[src/rtl/mem_access_sequencer_pkg.sv]
`default_nettype none
// ============================================================================
// Module  : mem_access_sequencer_pkg
// Brief   : Shared types for the MEM-stage data-cache access sequencer:
//           sequencer state, decoded memory operation, and the op decoder.
// Revision: 1.0 - initial release
// ============================================================================
package mem_access_sequencer_pkg;

   // Byte enable used for full-word pointer reads and indirect stores
   localparam logic [1:0] c_BE_WORD = 2'b11;

   typedef enum logic [1:0] {
      IDLE = 2'd0,
      ACC1 = 2'd1,
      ACC2 = 2'd2,
      DONE = 2'd3
   } mem_seq_state_t;

   typedef enum logic [1:0] {
      READ  = 2'd0,
      WRITE = 2'd1,
      LDI   = 2'd2,
      STI   = 2'd3
   } mem_op_t;

   // Indirect flag dominates; otherwise a set write flag wins over read
   function automatic mem_op_t decode_op(input logic i_rd, input logic i_wr, input logic i_ind);
      mem_op_t v_op;
      if (i_ind)
         v_op = i_rd ? LDI : STI;
      else if (i_wr)
         v_op = WRITE;
      else
         v_op = READ;
      return v_op;
   endfunction

endpackage : mem_access_sequencer_pkg
`default_nettype wire

[src/rtl/mem_access_sequencer.sv]
`default_nettype none
// ============================================================================
// Module  : mem_access_sequencer
// Brief   : Turns the MEM-stage control word into one (READ/WRITE) or two
//           (LDI/STI) data-cache transactions, stalls the pipeline until the
//           access finishes and returns the loaded word.
// Revision: 1.0 - initial release
// ============================================================================
module mem_access_sequencer
   import mem_access_sequencer_pkg::*;
#(
   parameter int WIDTH = 16
) (
   input  logic             clk,
   input  logic             reset,
   input  logic             stage_valid,
   input  logic             mem_read,
   input  logic             mem_write,
   input  logic             indirect_enable,
   input  logic [1:0]       byte_enable,
   input  logic [WIDTH-1:0] addr,
   input  logic [WIDTH-1:0] store_data,
   input  logic             dcache_resp,
   input  logic [WIDTH-1:0] dcache_rdata,
   output logic             dcache_read,
   output logic             dcache_write,
   output logic [WIDTH-1:0] dcache_address,
   output logic [1:0]       dcache_byte_en,
   output logic [WIDTH-1:0] dcache_wdata,
   output logic [WIDTH-1:0] load_data,
   output logic             access_done,
   output logic             stall
);

   mem_seq_state_t   r_state;
   mem_seq_state_t   w_state_nxt;
   mem_op_t          r_op;
   logic [WIDTH-1:0] r_addr;
   logic [WIDTH-1:0] r_wdata;
   logic [1:0]       r_be;
   logic [WIDTH-1:0] r_ptr;
   logic [WIDTH-1:0] r_load_data;
   logic             w_start;

   assign w_start   = stage_valid & (mem_read | mem_write | indirect_enable);
   assign load_data = r_load_data;

   // State register
   always_ff @(posedge clk) begin
      if (reset)
         r_state <= IDLE;
      else
         r_state <= w_state_nxt;
   end

   // Request latches at accept, pointer capture after the first indirect read, load data capture
   always_ff @(posedge clk) begin
      if (reset) begin
         r_op        <= READ;
         r_addr      <= '0;
         r_wdata     <= '0;
         r_be        <= '0;
         r_ptr       <= '0;
         r_load_data <= '0;
      end else begin
         case (r_state)
            IDLE: begin
               if (w_start) begin
                  r_op    <= decode_op(mem_read, mem_write, indirect_enable);
                  r_addr  <= addr;
                  r_wdata <= store_data;
                  r_be    <= byte_enable;
               end
            end
            ACC1: begin
               if (dcache_resp) begin
                  if (r_op == READ)
                     r_load_data <= dcache_rdata;
                  if (r_op == LDI || r_op == STI)
                     r_ptr <= {dcache_rdata[WIDTH-1:1], 1'b0};
               end
            end
            ACC2: begin
               if (dcache_resp && r_op == LDI)
                  r_load_data <= dcache_rdata;
            end
            default: ;
         endcase
      end
   end

   // Next-state decode and Moore cache request outputs
   always_comb begin
      w_state_nxt    = r_state;
      dcache_read    = 1'b0;
      dcache_write   = 1'b0;
      dcache_address = '0;
      dcache_byte_en = '0;
      dcache_wdata   = '0;
      access_done    = 1'b0;
      stall          = 1'b0;
      case (r_state)
         IDLE: begin
            stall = w_start;
            if (w_start)
               w_state_nxt = ACC1;
         end
         ACC1: begin
            stall          = 1'b1;
            dcache_address = r_addr;
            if (r_op == WRITE) begin
               dcache_write   = 1'b1;
               dcache_wdata   = r_wdata;
               dcache_byte_en = r_be;
            end else begin
               dcache_read    = 1'b1;
               // Indirect ops fetch a full-word pointer first
               dcache_byte_en = (r_op == READ) ? r_be : c_BE_WORD;
            end
            if (dcache_resp)
               w_state_nxt = (r_op == LDI || r_op == STI) ? ACC2 : DONE;
         end
         ACC2: begin
            stall          = 1'b1;
            dcache_address = r_ptr;
            dcache_byte_en = c_BE_WORD;
            if (r_op == STI) begin
               dcache_write = 1'b1;
               dcache_wdata = r_wdata;
            end else begin
               dcache_read  = 1'b1;
            end
            if (dcache_resp)
               w_state_nxt = DONE;
         end
         DONE: begin
            access_done = 1'b1;
            w_state_nxt = IDLE;
         end
         default: w_state_nxt = IDLE;
      endcase
   end

endmodule : mem_access_sequencer
`default_nettype wire

[config.mk]
export PLATFORM = sky130hd
export DESIGN_NAME = mem_access_sequencer
export DESIGN_NICKNAME = d
export VERILOG_FILES = /design/src/rtl/mem_access_sequencer_pkg.sv /design/src/rtl/mem_access_sequencer.sv
export SDC_FILE = /design/constraint.sdc
export NUM_CORES = 1
export LEC_CHECK = 0
export BUFFER_PORTS_ARGS = -buffer_cell sky130_fd_sc_hd__buf_2
export CAP_MARGIN = 20
export CORE_UTILIZATION = 45
export CTS_BUF_LIST = sky130_fd_sc_hd__clkbuf_8 sky130_fd_sc_hd__clkbuf_16
export DETAILED_ROUTE_END_ITERATION = 7
export HOLD_SLACK_MARGIN = 0.12
export PLACE_DENSITY = 0.72
export SLEW_MARGIN = 40
export SYNTH_ARGS = -nofsm -noshare
export SYNTH_HDL_FRONTEND = slang
export SYNTH_SLANG_ARGS = --single-unit
[constraint.sdc]
create_clock -name clk -period 1.9 [get_ports clk]
set_input_delay 0.19 -clock clk [delete_from_list [all_inputs] [get_ports clk]]
set_output_delay 0.19 -clock clk [all_outputs]
set_load 0.05 [all_outputs]
==> results of run 1 <==
[per-stage QoR]
stage	util (%)	area (um^2)	hold slack, ns	total power (uW)
after floorplan	-	3170	0.326	3190
after global placement	59.1	3810	0.432	3620
after detailed placement	59.2	3820	0.437	3670
after CTS	75.9	4900	0.155	5340
after global routing	77.6	5010	0.214	5760
final	77.6	5010	0.191	5500
[metal layers]
layer | share of wire (%) | vias to the layer above | track usage (%) | wire, um
met2 | 54 | 122 | 52.0 | 5650
li1 | - | 1605 | - | -
met5 | 0 | - | 0 | 0
met1 | 37 | 1589 | 30.9 | 3870
met3 | 5.0 | 38 | 6.00 | 514
met4 | 3.3 | 0 | 15.6 | 339
[worst max-delay path: cells and delay by family, from the launching register on]
family | cells | cell delay [ns]
flops | 1 | 0.41
simple gates | 3 | 0.37
fa+ha+maj | 1 | 0.30
buf+inv | 3 | 0.36
[layout make-up]
class / count / area share [%]
clock buffer: 10 / 2.75
clock inverter: 6 / 1.72
inverter: 5 / 0.524
multi-input combinational: 285 / 35.5
sequential: 69 / 27.7
tap: 77 / 1.92
timing repair buffer: 180 / 29.8
[power by group through the flow]
stage	combinational (uW)	sequential, uW	clock [uW]
2_1_floorplan	1290	1900	0
3_3_place_gp	1840	1780	0
3_5_place_dp	1890	1780	0
4_1_cts	2200	1780	1360
5_1_grt	2500	1830	1430
6_report	2350	1810	1340
[cell families (layout without fill, tap and decap cells)]
family / Yosys count / count (layout) / share of synthesized area (%)
AO/OA/AOI/OAI: 78 / 78 / 15.7
multiplexers: 19 / 19 / 6.19
adder cells (fa/ha/maj): 5 / 5 / 2.04
AND/OR/NAND/NOR: 183 / 183 / 26.0
flip-flops: 69 / 69 / 45.0
buffers and inverters: 34 / 201 / 5.09
[worst paths after layout]
check	slack (ns)	start	cells past startpoint	endpoint
worst min register to register	0.46	r_ptr[12]	2	r_ptr[12]
worst min-delay path	0.19	indirect_enable	3	r_op[1]
worst max register to register	0.21	r_state[0]	6	load_data[0]
worst max-delay path	-0.07	r_state[0]	7	dcache_wdata[9]
[flip-flops by register name (all words and copies together) (netlist names)]
| register | count |
|---|---|
| load_data | 16 |
| r_addr | 16 |
| r_be | 2 |
| r_op | 2 |
| r_ptr | 15 |
| r_state | 2 |
| r_wdata | 16 |
[synth_stat cells (2+ instances only)]
cell | n | area share (%)
inv_1 | 4 | 0.49
nand2_1 | 137 | 17
clkbuf_1 | 19 | 2.3
dfxtp_1 | 69 | 45
mux2i_1 | 19 | 6.2
nand2b_1 | 2 | 0.41
a22oi_1 | 15 | 3.7
nor2b_1 | 16 | 3.3
buf_2 | 7 | 1.1
and2_1 | 16 | 3.3
and3_1 | 2 | 0.41
nor2_1 | 5 | 0.61
a21oi_1 | 51 | 8.3
o21a_1 | 4 | 0.98
ha_1 | 5 | 2.0
[what timing repair did]
action | 4_1_cts | 5_1_grt
hold buffers | 50 | 0
setup buffers | 3 | 0
hold endpoints to repair | 62 | 0
pin swaps | 14 | 2
gates resized for setup | 101 | 31
endpoints found under the setup margin | 37 | 36
gates cloned | 2 | 0
==> metrics.csv, run 1 <==
stage;metric;value;unit
timing;endpoints failing hold;0;
final_layout;fill count;418;
grt;number of global-route vias before repair;3399;
timing;final setup margin;-0.0706;ns
timing;Worst Clk Skew;0.00996;ns
worst_setup_path;WP data required;1.71;ns
placed_design;dpl cells;561;
route;Vias;3354;
final_layout;final std cells w/o fill;632;
die;row count;29;
grt;first-pass GRT wire length;15.9;mm
timing;RSZ-0062 raised after global routing;true;
route;drt wl/cell;16.4;um
status;failing checks;DRC, setup timing;
grt;initial antenna violation count;0;
final_layout;commonest non-fill, non-tap cell in the layout;nand2_1;
route;post-route ant nets;0;
clocking;Worst-path clk slew;0.08;ns
placed_design;dpl ws;0.0707;ns
synthesis;sequential fraction of the synthesis area;45.0;%
die;Die Area;0.00716;mm^2
power_and_ir_drop;Reg power frac;32.8;%
worst_setup_path;Crit path arrival time;1.78;ns
power_and_ir_drop;Pleak;0.00209;uW
final_layout;Final Net Count;612;
die;Initial Util;47.6;%
synthesis;Post-Syn Area;0.00307;mm^2
timing;max-slew violations;0;
final_layout;area delta synth->final;63.1;%
die;Chip Width;84.6;um
final_layout;FF/Latch Area;0.00139;mm^2
worst_setup_path;Slowest Stage Delay on Critical Path;0.41;ns
power_and_ir_drop;combinational share of power;42.8;%
timing;Tcrit/Tclk final;104;%
worst_setup_path;crit path cell chain;inv_6, ha_4, nand2_4, nor2_4, buf_6, and2_4, buf_8;
grt;aggregate global-route resource usage;28.6;%
power_and_ir_drop;PwrDens;1100;mW/mm^2
clocking;Clock Latency Late Sink;0.34;ns
route;DR iter-0 viols;198;
final_layout;fraction of layout instances using a drive strength above 1;36.4;%
timing;final setup fails;18;
clocking;CTS Sinks;69;
synthesis;Synthesized Nets;450;
worst_setup_path;CP Class;register to primary output;
synthesis;EDFF count, synth;0;
synthesis;Cells after Synth;388;
final_layout;multi-input combinational cell area;0.00178;mm^2
synthesis;ys flop type;dfxtp_1;
timing;Peak Freq;507;MHz
worst_setup_path;Startpoint Class;register;
synthesis;YS warnings;0;
grt;total congestion overflow;0;
worst_setup_path;Worst setup EP type;primary output;
clocking;Root Driver;clkbuf_8;
synthesis;FFs w/ async S/R, synth;0;%
power_and_ir_drop;clock power share;24.4;%
die;area of the core;0.00646;mm^2
clocking;CTS Buffer Depth;2;
status;status;finished, violations left;
grt;largest net degree at the start of global routing;51;
final_layout;diode count;0;
timing;setup TNS;-0.886;ns
placed_design;dpl hpwl;5.36;mm
route;Initial DRT Pass Iterations;6;
placed_design;routability cong.;0.841;
placed_design;PortBufs;110;
clocking;CTS tree;built;
worst_setup_path;CP Max Fanout;8;
final_layout;commonest non-fill, non-tap cells in the layout;nand2_1, buf_2, dfxtp_1;
synthesis;FF+latch count, synth;69;
route;WL final;10.4;mm
timing;Worst Tran Pin Value;0.585;ns
route;DRC viols;8;
worst_setup_path;slowest stage cell, crit path;dfxtp_4;
flow_run;MaxCap Viol Count;0;
clocking;H-Tree Depth;3;
route;Via density;5.31;
power_and_ir_drop;Internal;3410;uW
die;die height;84.6;um
synthesis;library cells used by synthesis;32;
clocking;Num CTS Buffers;9;
timing;Period minus WS final;1.97;ns
worst_hold_path;worst hold path type;input port to register;
timing;Slew headroom;60.9;%
die;Boundary Pins;111;
power_and_ir_drop;Sw Pwr;2090;uW
synthesis;post-synthesis average cell area;7.92;um^2
power_and_ir_drop;sw frac;38.0;%
power_and_ir_drop;Worst VDD drop;521;uV
No activity file was read; power rests on OpenSTA's default activity.
==> run 2: changes to the inputs <==
CELL_PAD_IN_SITES_DETAIL_PLACEMENT = 1   (was unset)
CELL_PAD_IN_SITES_GLOBAL_PLACEMENT = 1   (was unset)
CORE_UTILIZATION = 32   (was 45)
==> run 2 against run 1 <==
Against the previous run: the run ends with setup timing left; flip-flop and latch count unchanged; combinational power increased by 4%; die area increased by 40%; sequential share of layout area decreased by 0.42 points; global-route usage decreased by 6.8 points; maximum frequency increased by 1.5%; final cell count increased by 7.9%; critical path depth unchanged; count of clock-buffer cells in the layout increased by 1; utilization decreased by 23 points; highest routed layer unchanged.
==> metrics.csv, run 2 (synthesized netlist as in run 1, its figures left out) <==
stage;metric;value;unit;change
status;status;finished, violations left;;
timing;Worst Tran Pin Value;0.609;ns;+0.0242 ns
power_and_ir_drop;Worst VDD drop;436;uV;-16%
grt;number of global-route vias before repair;3311;;-2.6%
die;Die Area;0.0100;mm^2;+40%
die;row count;35;;+21%
final_layout;commonest non-fill, non-tap cell in the layout;nand2_1;;
worst_setup_path;Worst path depth;7;;unchanged
clocking;Clock Latency Late Sink;0.34;ns;about the same
timing;RSZ-0062 raised after global routing;true;;
worst_setup_path;reg2reg start;r_state[0];;
clocking;H-Tree Depth;3;;unchanged
clocking;Root Driver;clkbuf_8;;
placed_design;PortBufs;110;;unchanged
worst_setup_path;Slowest Stage Delay on Critical Path;0.37;ns;-0.04 ns
die;die height;100;um;+18%
final_layout;fill count;1087;;+160%
worst_hold_path;worst hold path type;input port to register;;
placed_design;dpl hpwl;6.32;mm;+18%
worst_setup_path;Startpoint Class;register;;
route;met2 WL;6.00;mm;+6.3%
die;Initial Util;33.1;%;-14 points
final_layout;FF/Latch Area;0.00139;mm^2;about the same
route;drt wl/cell;16.2;um;-1.4%
final_layout;fin util;54.8;%;-23 points
clocking;CTS tree;built;;
timing;Peak Freq;515;MHz;+1.5%
timing;hold slack final;0.120;ns;-0.0711 ns
final_layout;area delta synth->final;65.7;%;
worst_setup_path;R2R Setup Slk;0.14;ns;-0.07 ns
worst_setup_path;CP Max Fanout;4;;-4
route;met1 wire length;4.47;mm;+15%
die;Boundary Pins;111;;unchanged
timing;endpoints failing hold;0;;unchanged
final_layout;commonest non-fill, non-tap cells in the layout;nand2_1, buf_2, dfxtp_1;;
clocking;Worst-path clk slew;0.08;ns;about the same
clocking;Num CTS Buffers;9;;unchanged
worst_setup_path;worst path buffer plus inverter count;3;;unchanged
worst_setup_path;delay-heaviest family, CP;buffers and inverters;;
die;Chip Width;100;um;+18%
final_layout;multi-input combinational cell area;0.00181;mm^2;+1.6%
power_and_ir_drop;PwrDens;1080;mW/mm^2;-1.4%
final_layout;Final Net Count;610;;-0.33%
timing;Period minus WS final;1.94;ns;-0.0288 ns
worst_setup_path;CP endpoint;dcache_wdata[12];;
route;Vias;3281;;-2.2%
route;WL met3;391;um;-24%
worst_setup_path;Worst setup EP type;primary output;;
route;Via density;4.81;;-9.3%
clocking;CTS Buffer Depth;2;;unchanged
power_and_ir_drop;Pleak;0.00207;uW;-0.95%
route;post-route ant nets;0;;unchanged
timing;final setup fails;16;;-2
grt;initial antenna violation count;0;;unchanged
final_layout;fraction of layout instances using a drive strength above 1;37.8;%;+1.4 points
grt;first-pass GRT wire length;17.0;mm;+6.5%
clocking;CTS Sinks;69;;unchanged
worst_setup_path;RR Endpoint;r_addr[0];;
worst_setup_path;WP data required;1.71;ns;about the same
timing;Slew headroom;59.3;%;-1.6 points
worst_setup_path;Crit path arrival time;1.75;ns;-0.03 ns
die;area of the core;0.00928;mm^2;+44%
placed_design;routability cong.;0.765;;-9.0%
worst_setup_path;FF-to-FF path depth;7;;+1
timing;max-slew violations;0;;unchanged
route;DRC viols;0;;-8
route;Initial DRT Pass Iterations;4;;-2
timing;final setup margin;-0.0418;ns;+0.0288 ns
grt;aggregate global-route resource usage;21.8;%;-6.8 points
worst_setup_path;crit path cell chain;buf_4, ha_4, mux2i_4, nor2_4, buf_6, and2_2, buf_6;;
grt;total congestion overflow;0;;unchanged
timing;Worst Clk Skew;0.0120;ns;+0.00199 ns
status;failing checks;setup timing;;
worst_setup_path;CP dominant cell by count;buf_6;;
final_layout;diode count;0;;unchanged
flow_run;MaxCap Viol Count;0;;unchanged
route;WL final;11.0;mm;+6.4%
worst_setup_path;crit path from;r_state[1];;
worst_setup_path;CP Class;register to primary output;;
timing;Tcrit/Tclk final;102;%;-1.5 points
route;highest metal used;met4;;
worst_setup_path;slowest stage cell, crit path;dfxtp_4;;
grt;largest net degree at the start of global routing;51;;unchanged
route;DR iter-0 viols;99;;-50%
run 2: changes by cell type in the layout (fill, tap and decap cells not counted), moves of 2 or more:
| cell | before | now |
|---|---|---|
| nor2b_2 | 6 | 8 |
| nor2b_4 | 9 | 7 |
| a22oi_1 | 7 | 1 |
| buf_12 | 2 | 4 |
| buf_4 | 21 | 19 |
| a22oi_2 | 8 | 14 |
run 2: worst min-delay path by stage:
stage | startpoint | to | cells after the start
after floorplan | addr[0] | r_addr[0] | 2
after global placement | store_data[6] | r_wdata[6] | 3
after detailed placement | addr[2] | r_addr[2] | 3
after CTS | dcache_rdata[1] | r_ptr[1] | 3
after global routing | dcache_rdata[1] | r_ptr[1] | 3
final | dcache_rdata[1] | r_ptr[1] | 3
run 2: cell type report:
class | count | area share (%)
timing repair buffer | 178 | 29.3
clock inverter | 5 | 1.16
tap | 129 | 3.17
multi-input combinational | 285 | 35.5
inverter | 5 | 0.516
clock buffer | 11 | 2.97
sequential | 69 | 27.3
run 2: metrics by stage:
step	power, uW	cell area, um^2	TNS [ns]	instances	worst slack (ns)
after floorplan	3190	3170	0	388	0.0108
after global placement	3680	3880	0	612	0.177
after detailed placement	3740	3890	0	613	0.0930
after CTS	5280	4910	-0.0576	681	-0.0170
after global routing	5780	5090	-1.43	682	-0.0928
final	5510	5090	-0.252	682	-0.0418
run 2: worst min-delay path: cells and delay by family:
family | cells | cell delay, ns
simple gates | 1 | 0.06
compound gates | 1 | 0.05
buf+inv | 1 | 0.11
run 2: power breakdown:
| part | switching (uW) | leakage [uW] | internal (uW) |
|---|---|---|---|
| sequential | 148 | 0.000564 | 1650 |
| combinational | 1400 | 0.00140 | 1040 |
| clock | 588 | 0.000107 | 681 |
run 2: repair_timing:
action | in CTS | in global routing
setup endpoints to repair | 36 | 38
gates cloned | 2 | 0
endpoints found under the hold margin | 59 | 0
hold buffers | 49 | 0
setup buffers | 1 | 1
resized for setup | 93 | 50
pin swaps | 1 | 21
run 2: routing by layer:
metal,global-route usage (%),up-vias
li1,-,1600
met2,40.4,83
met4,5.24,0
met1,25.7,1584
met3,4.18,14
met5,0,-
